File: config.mk
export PLATFORM = sky130hd
export DESIGN_NAME = stack_machine_core
export DESIGN_NICKNAME = d
export VERILOG_FILES = /design/src/rtl/stack_machine_pkg.sv /design/src/rtl/stack_machine_core_lifo.sv /design/src/rtl/stack_machine_core.sv
export SDC_FILE = /design/constraint.sdc
export NUM_CORES = 1
export LEC_CHECK = 0
export ABC_AREA = 1
export CAP_MARGIN = 15
export CORE_ASPECT_RATIO = 1.2
export CORE_MARGIN = 10
export CORE_UTILIZATION = 40
export CTS_CLUSTER_DIAMETER = 100
export DETAILED_ROUTE_END_ITERATION = 7
export PLACE_DENSITY = 0.67
export SYNTH_ARGS = -nofsm -noshare
export SYNTH_HDL_FRONTEND = slang
export SYNTH_SLANG_ARGS = --single-unit
File: constraint.sdc
create_clock -name clk -period 5.5 [get_ports clk]
set_clock_uncertainty 0.2 [all_clocks]
set_input_delay 1.1 -clock clk [delete_from_list [all_inputs] [get_ports clk]]
set_output_delay 1.1 -clock clk [all_outputs]
set_load 0.02 [all_outputs]
File: src/rtl/stack_machine_pkg.sv
// Shared types for the stack machine: opcode and FSM state enums plus the ALU result function.
package stack_machine_pkg;

    typedef enum logic [2:0] {
        OP_ADD  = 3'd0,
        OP_SUB  = 3'd1,
        OP_AND  = 3'd2,
        OP_NOT  = 3'd3,
        OP_PUSH = 3'd4,
        OP_POP  = 3'd5,
        OP_JMP  = 3'd6,
        OP_JZ   = 3'd7
    } opcode_e;

    typedef enum logic [3:0] {
        S_IDLE,
        S_FETCH,
        S_DECODE,
        S_POPY,
        S_POPX,
        S_EXEC,
        S_PUSHM,
        S_POPM,
        S_TRAP
    } state_e;

    localparam int unsigned ALU_W = 32;

    // Operands arrive zero-extended; callers truncate the result to their data width.
    function automatic logic [ALU_W-1:0] alu_result(input opcode_e op,
                                                    input logic [ALU_W-1:0] x,
                                                    input logic [ALU_W-1:0] y);
        case (op)
            OP_ADD:  return x + y;
            OP_SUB:  return x - y;
            OP_AND:  return x & y;
            OP_NOT:  return ~x;
            default: return '0;
        endcase
    endfunction

endpackage

File: src/rtl/stack_machine_core_lifo.sv
// LIFO stack for the stack machine; pushes when full and pops when empty are ignored.
module stack_lifo #(
    parameter int unsigned DATA_W = 8,
    parameter int unsigned DEPTH  = 16
) (
    input  logic                     clk,
    input  logic                     rst,
    input  logic                     push,
    input  logic                     pop,
    input  logic [DATA_W-1:0]        d_in,
    output logic [DATA_W-1:0]        tos,
    output logic [$clog2(DEPTH):0]   depth,
    output logic                     full,
    output logic                     empty
);

    localparam int unsigned PTR_W = $clog2(DEPTH);

    logic [DATA_W-1:0] mem [DEPTH];
    logic [PTR_W-1:0]  top_idx;

    assign full    = (depth == (PTR_W+1)'(DEPTH));
    assign empty   = (depth == '0);
    assign top_idx = PTR_W'(depth - (PTR_W+1)'(1));
    assign tos     = empty ? '0 : mem[top_idx];

    always_ff @(posedge clk) begin
        if (push && !full) begin
            mem[depth[PTR_W-1:0]] <= d_in;
        end
    end

    always_ff @(posedge clk or negedge rst) begin
        if (!rst) begin
            depth <= '0;
        end else if (push && !full) begin
            depth <= depth + (PTR_W+1)'(1);
        end else if (pop && !empty) begin
            depth <= depth - (PTR_W+1)'(1);
        end
    end

endmodule

File: src/rtl/stack_machine_core.sv
// Multi-cycle stack machine core with unified instruction/data memory port.
// Optional feature: define STACK_MACHINE_TRAP_EN to trap on stack overflow/underflow.
module stack_machine_core
    import stack_machine_pkg::*;
#(
    parameter int unsigned ADDR_W      = 5,
    parameter int unsigned STACK_DEPTH = 16
) (
    input  logic                           clk,
    input  logic                           rst,
    input  logic                           run,
    input  logic [ADDR_W+2:0]              mem_rdata,
    output logic [ADDR_W-1:0]              mem_addr,
    output logic [ADDR_W+2:0]              mem_wdata,
    output logic                           mem_we,
    output logic [ADDR_W-1:0]              pc,
    output logic [ADDR_W+2:0]              tos,
    output logic [$clog2(STACK_DEPTH):0]   depth,
    output logic                           busy,
    output logic                           trap
);

    localparam int unsigned DATA_W = ADDR_W + 3;

    state_e            state, state_nxt;
    logic [DATA_W-1:0] ir, x, y;
    logic [DATA_W-1:0] push_data, alu_out;
    logic              push_req, pop_req, we_req;
    logic              push, pop, full, empty;
    opcode_e           op;
    logic [ADDR_W-1:0] ir_addr;

    assign op      = opcode_e'(ir[DATA_W-1 -: 3]);
    assign ir_addr = ir[ADDR_W-1:0];
    assign alu_out = DATA_W'(alu_result(op, ALU_W'(x), ALU_W'(y)));

    stack_lifo #(
        .DATA_W (DATA_W),
        .DEPTH  (STACK_DEPTH)
    ) u_lifo (
        .clk   (clk),
        .rst   (rst),
        .push  (push),
        .pop   (pop),
        .d_in  (push_data),
        .tos   (tos),
        .depth (depth),
        .full  (full),
        .empty (empty)
    );

    always_comb begin
        state_nxt = state;
        push_req  = 1'b0;
        pop_req   = 1'b0;
        we_req    = 1'b0;
        push_data = alu_out;
        mem_addr  = pc;
        mem_wdata = tos;
        case (state)
            S_IDLE:   if (run) state_nxt = S_FETCH;
            S_FETCH:  state_nxt = run ? S_DECODE : S_IDLE;
            S_DECODE: begin
                case (op)
                    OP_ADD, OP_SUB, OP_AND: state_nxt = S_POPY;
                    OP_NOT:                 state_nxt = S_POPX;
                    OP_PUSH:                state_nxt = S_PUSHM;
                    OP_POP:                 state_nxt = S_POPM;
                    default:                state_nxt = S_FETCH;
                endcase
            end
            S_POPY: begin
                pop_req   = 1'b1;
                state_nxt = S_POPX;
            end
            S_POPX: begin
                pop_req   = 1'b1;
                state_nxt = S_EXEC;
            end
            S_EXEC: begin
                push_req  = 1'b1;
                state_nxt = S_FETCH;
            end
            S_PUSHM: begin
                mem_addr  = ir_addr;
                push_data = mem_rdata;
                push_req  = 1'b1;
                state_nxt = S_FETCH;
            end
            S_POPM: begin
                mem_addr  = ir_addr;
                pop_req   = 1'b1;
                we_req    = 1'b1;
                state_nxt = S_FETCH;
            end
            S_TRAP:   state_nxt = S_TRAP;
            default:  state_nxt = S_IDLE;
        endcase

        push   = push_req && !full;
        pop    = pop_req && !empty;
        mem_we = we_req;
`ifdef STACK_MACHINE_TRAP_EN
        // A faulting stack access is dropped entirely, including the store of a POP.
        if ((push_req && full) || (pop_req && empty)) begin
            push      = 1'b0;
            pop       = 1'b0;
            mem_we    = 1'b0;
            state_nxt = S_TRAP;
        end
`endif
    end

    always_ff @(posedge clk or negedge rst) begin
        if (!rst) begin
            state <= S_IDLE;
            pc    <= '0;
            ir    <= '0;
            x     <= '0;
            y     <= '0;
        end else begin
            state <= state_nxt;
            case (state)
                S_FETCH: begin
                    if (run) begin
                        ir <= mem_rdata;
                        pc <= pc + ADDR_W'(1);
                    end
                end
                S_DECODE: begin
                    if (op == OP_JMP || (op == OP_JZ && tos == '0)) begin
                        pc <= ir_addr;
                    end
                end
                S_POPY:  y <= tos;
                S_POPX:  x <= tos;
                default: ;
            endcase
        end
    end

    assign busy = (state != S_IDLE) && (state != S_TRAP);

`ifdef STACK_MACHINE_TRAP_EN
    assign trap = (state == S_TRAP);
`else
    assign trap = 1'b0;
`endif

endmodule

==> results.sh <==
export IMPL_clock_path_buffers=2
export IMPL_use_met2_pct=27.3
export IMPL_synth_fa_ha_area_share_pct=2.59
export IMPL_synth_simple_area_share_pct=24.5
export IMPL_post_route_drc_count=0
export IMPL_worst_setup_path_type="flip-flop to output pin"
export IMPL_diodes=0
export IMPL_synth_compound_gate_area_share_pct=5.32
export IMPL_die_area_sq_mm=0.0261
export IMPL_cts_buffers_inserted=17
export IMPL_finish_net_count=877
export IMPL_period_share_pct=85.5
export IMPL_hold_buffers=0
export IMPL_final_antenna_net_count=0
export IMPL_cts_repair_resized=0
export IMPL_cts_setup_buffers=0
export IMPL_synthMuxAreaShare_pct=0.141
export IMPL_ys_seq_elements=166
export IMPL_crit_end="tos[7]"
export IMPL_antenna_found_initial=0
export IMPL_via_per_inst=5.17
export IMPL_r2r_start="ir[7]"
export IMPL_core_sq_mm=0.0196
export IMPL_slew_viol_final=0
export IMPL_cts_root_buf="clkbuf_16"
export IMPL_syn_area_sq_mm=0.00801
export IMPL_ff2ff_path_depth=14
export IMPL_synth_area_leaders="edfxtp_1 48%, dfrtp_1 12%, nand2_1 11%"
export IMPL_cap_violations=0
export IMPL_grt_busiest_layer="met2"
export IMPL_synth_top_area_cell="edfxtp_1"
export IMPL_worstPathArrival_ps=3400
export IMPL_htree_levels=4
export IMPL_netlist_instances=811
export IMPL_drtPass1Iterations=5
export IMPL_cp_startpoint="u_lifo.depth[0]"
export IMPL_finalSetupViolations=0
export IMPL_regToRegSetupSlack_ps=1810
export IMPL_synth_top_family_by_area="simple AND/OR/NAND/NOR gates"
export IMPL_relSlewSlack_pct=33.9
export IMPL_die_x_microns=149
export IMPL_synth_top_area_share_pct=48.0
export IMPL_place_hpwl_mm=13.6
export IMPL_grt_overflow=0
export IMPL_grtUsageMet1_pct=17.8
export IMPL_drive_gt1_share_pct=10.1
export IMPL_cts_sinks=166
export IMPL_syn_avg_cell_area_sq_um=9.88
export IMPL_clk_pin_slew_ps=60
export IMPL_die_h_microns=175
export IMPL_port_buffers=43
export IMPL_critPathLaunchType="flip-flop"
export IMPL_grt_max_degree=70
export IMPL_crit_path_max_incr_delay_ps=610
export IMPL_worstSetupEndpointType="output pin"
export IMPL_grt_pass1_wl_mm=31.1
export IMPL_grt_usage_pct=15.3
export IMPL_finalInstanceArea_sq_mm=0.00918
export IMPL_wl_per_cell_microns=17.5
export IMPL_drt_wl_total_mm=19.7
export IMPL_ys_warn_count=0
export IMPL_hp_class="flip-flop to flip-flop"
export IMPL_worstPathCellList="inv_2, buf_4, ha_1, inv_1, nand2_2, nand2_4, inv_4, nand3_1, nand3_1, nand3_2, inv_1, clkdlybuf4s50_1"
export IMPL_worstPathRequired_ps=4200
export IMPL_post_route_min_period_ps=4700
export IMPL_worstMarginPinSlew_ps=991
export IMPL_ys_seq_area_share_pct=59.8
export IMPL_async_flop_share_pct=22.9
export IMPL_drtIter0Drc=387
export IMPL_cts_tree="yes"
export IMPL_worstSkewPairLatency_ps=420
export IMPL_yosysUniqueCellTypes=40
export IMPL_syn_nets=838
export IMPL_rows=56
export IMPL_grt_pass1_vias=5611
export IMPL_rsz0062_at_grt="false"
export IMPL_initial_core_util_pct=40.8
export IMPL_status="completed"
export IMPL_ios=45
export IMPL_cp_slowest_cell="clkdlybuf4s50_1"
export IMPL_critPathMaxFanout=69
export IMPL_dr_total_vias=5808
export IMPL_area_delta_synth_final_pct=14.6
export IMPL_hold_viol=0
export IMPL_synth_edf_count=128
export IMPL_use_met3_pct=2.43
export IMPL_fmax_mhz=213
export IMPL_synthFlopType="edfxtp_1"
export IMPL_place_gp_congestion=0.883
export IMPL_synth_xor_area_share_pct=1.42
export IMPL_rr_endpoint="u_lifo.mem[2][7]"
export IMPL_place_area_sq_mm=0.00865
export IMPL_fin_tns_setup_ps=0
==> kinds of logic after synthesis <==
kind of cell | after synthesis
compound gates | 71
xor+xnor | 13
fa+ha+maj | 16
buf+inv | 109
flops | 166
mux | 1
other cells | 1
simple gates | 434
==> how the worst min path moves through the flow <==
stage | start | end | slack (ps) | cells after the start
floorplan | state[2] | state[3] | 240 | 1
global placement | state[2] | state[3] | 260 | 1
finish | state[2] | state[3] | 290 | 1
global route | state[2] | state[3] | 320 | 1
detailed placement | ir[1] | ir[1] | 280 | 2
CTS | state[2] | state[3] | 290 | 1
==> cells in the mapped netlist (7+ instances only) <==
| cell type | instances |
|---|---|
| nand3_1 | 132 |
| inv_2 | 7 |
| nor3_1 | 10 |
| nor2_1 | 27 |
| inv_1 | 63 |
| ha_1 | 15 |
| dfrtp_1 | 38 |
| edfxtp_1 | 128 |
| a21oi_1 | 10 |
| buf_2 | 18 |
| buf_4 | 9 |
| nand2_1 | 233 |
| nand3_2 | 10 |
| o21ai_0 | 43 |
| xor2_1 | 8 |
==> stage by stage <==
step	utilization, %	setup slack [ps]	hold slack [ps]	instances
2_1_floorplan	-	1920	244	811
3_3_place_gp	44.1	1300	264	1091
3_5_place_dp	44.1	1260	279	1091
4_1_cts	46.8	796	287	1122
5_1_grt	46.8	557	321	1123
6_report	46.8	797	287	1123
==> layer usage <==
metal | share of wire (%) | vias up | routed length (microns)
met4 | 2.2 | 0 | 439
met3 | 5.3 | 30 | 1040
met2 | 53 | 198 | 10400
li1 | - | 2821 | -
met1 | 40 | 2759 | 7810
met5 | 0 | - | 0
==> placed cells by master, fill, tap and decap left out, drive strengths merged <==
master         Yosys  final
o21ai             46     46
a221oi             1      1
edfxtp           128    128
clkdlybuf4s50      0     42
conb               1      1
clkinv             1      7
xor2               8      8
o311ai             1      1
o31ai              3      3
nor2              33     33
nand3b             1      1
dfrtp             38     38
nand2            241    241
or2                2      2
clkbuf             6     17
a31oi              2      2
xnor2              5      5
o221ai             4      4
ha                15     15
nand4              2      2
inv               72     75
clkinvlp           0      5
a21oi             10     10
nor3              13     13
fa                 1      1
buf               30     14
nand3            142    142
o211ai             4      4
mux2               1      1
==> critical path, delay by kind of cell (launching register included) <==
kind	cells	cell delay, ps
flops	1	400
fa+ha+maj	1	300
simple gates	5	600
buf+inv	6	1660
==> sequential cells by signal, indices dropped and copies added, names as in the netlist <==
name / flops
u_lifo.mem: 128
ir: 8
x: 8
y: 8
pc: 5
u_lifo.depth: 5
state: 4
==> area by class of cell <==
class                           instances  area [sq um]
Tap cell                              261           327
Fill cell                            1784         10400
Sequential cell                       166          4800
Inverter                               73           279
Timing Repair Buffer                   56           523
Clock buffer                           17           425
Multi-Input combinational cell        536          2730
Clock inverter                         14           104
Power is not shown: default switching activity piles up to over one toggle a cycle in this logic, so the estimate is an artifact.
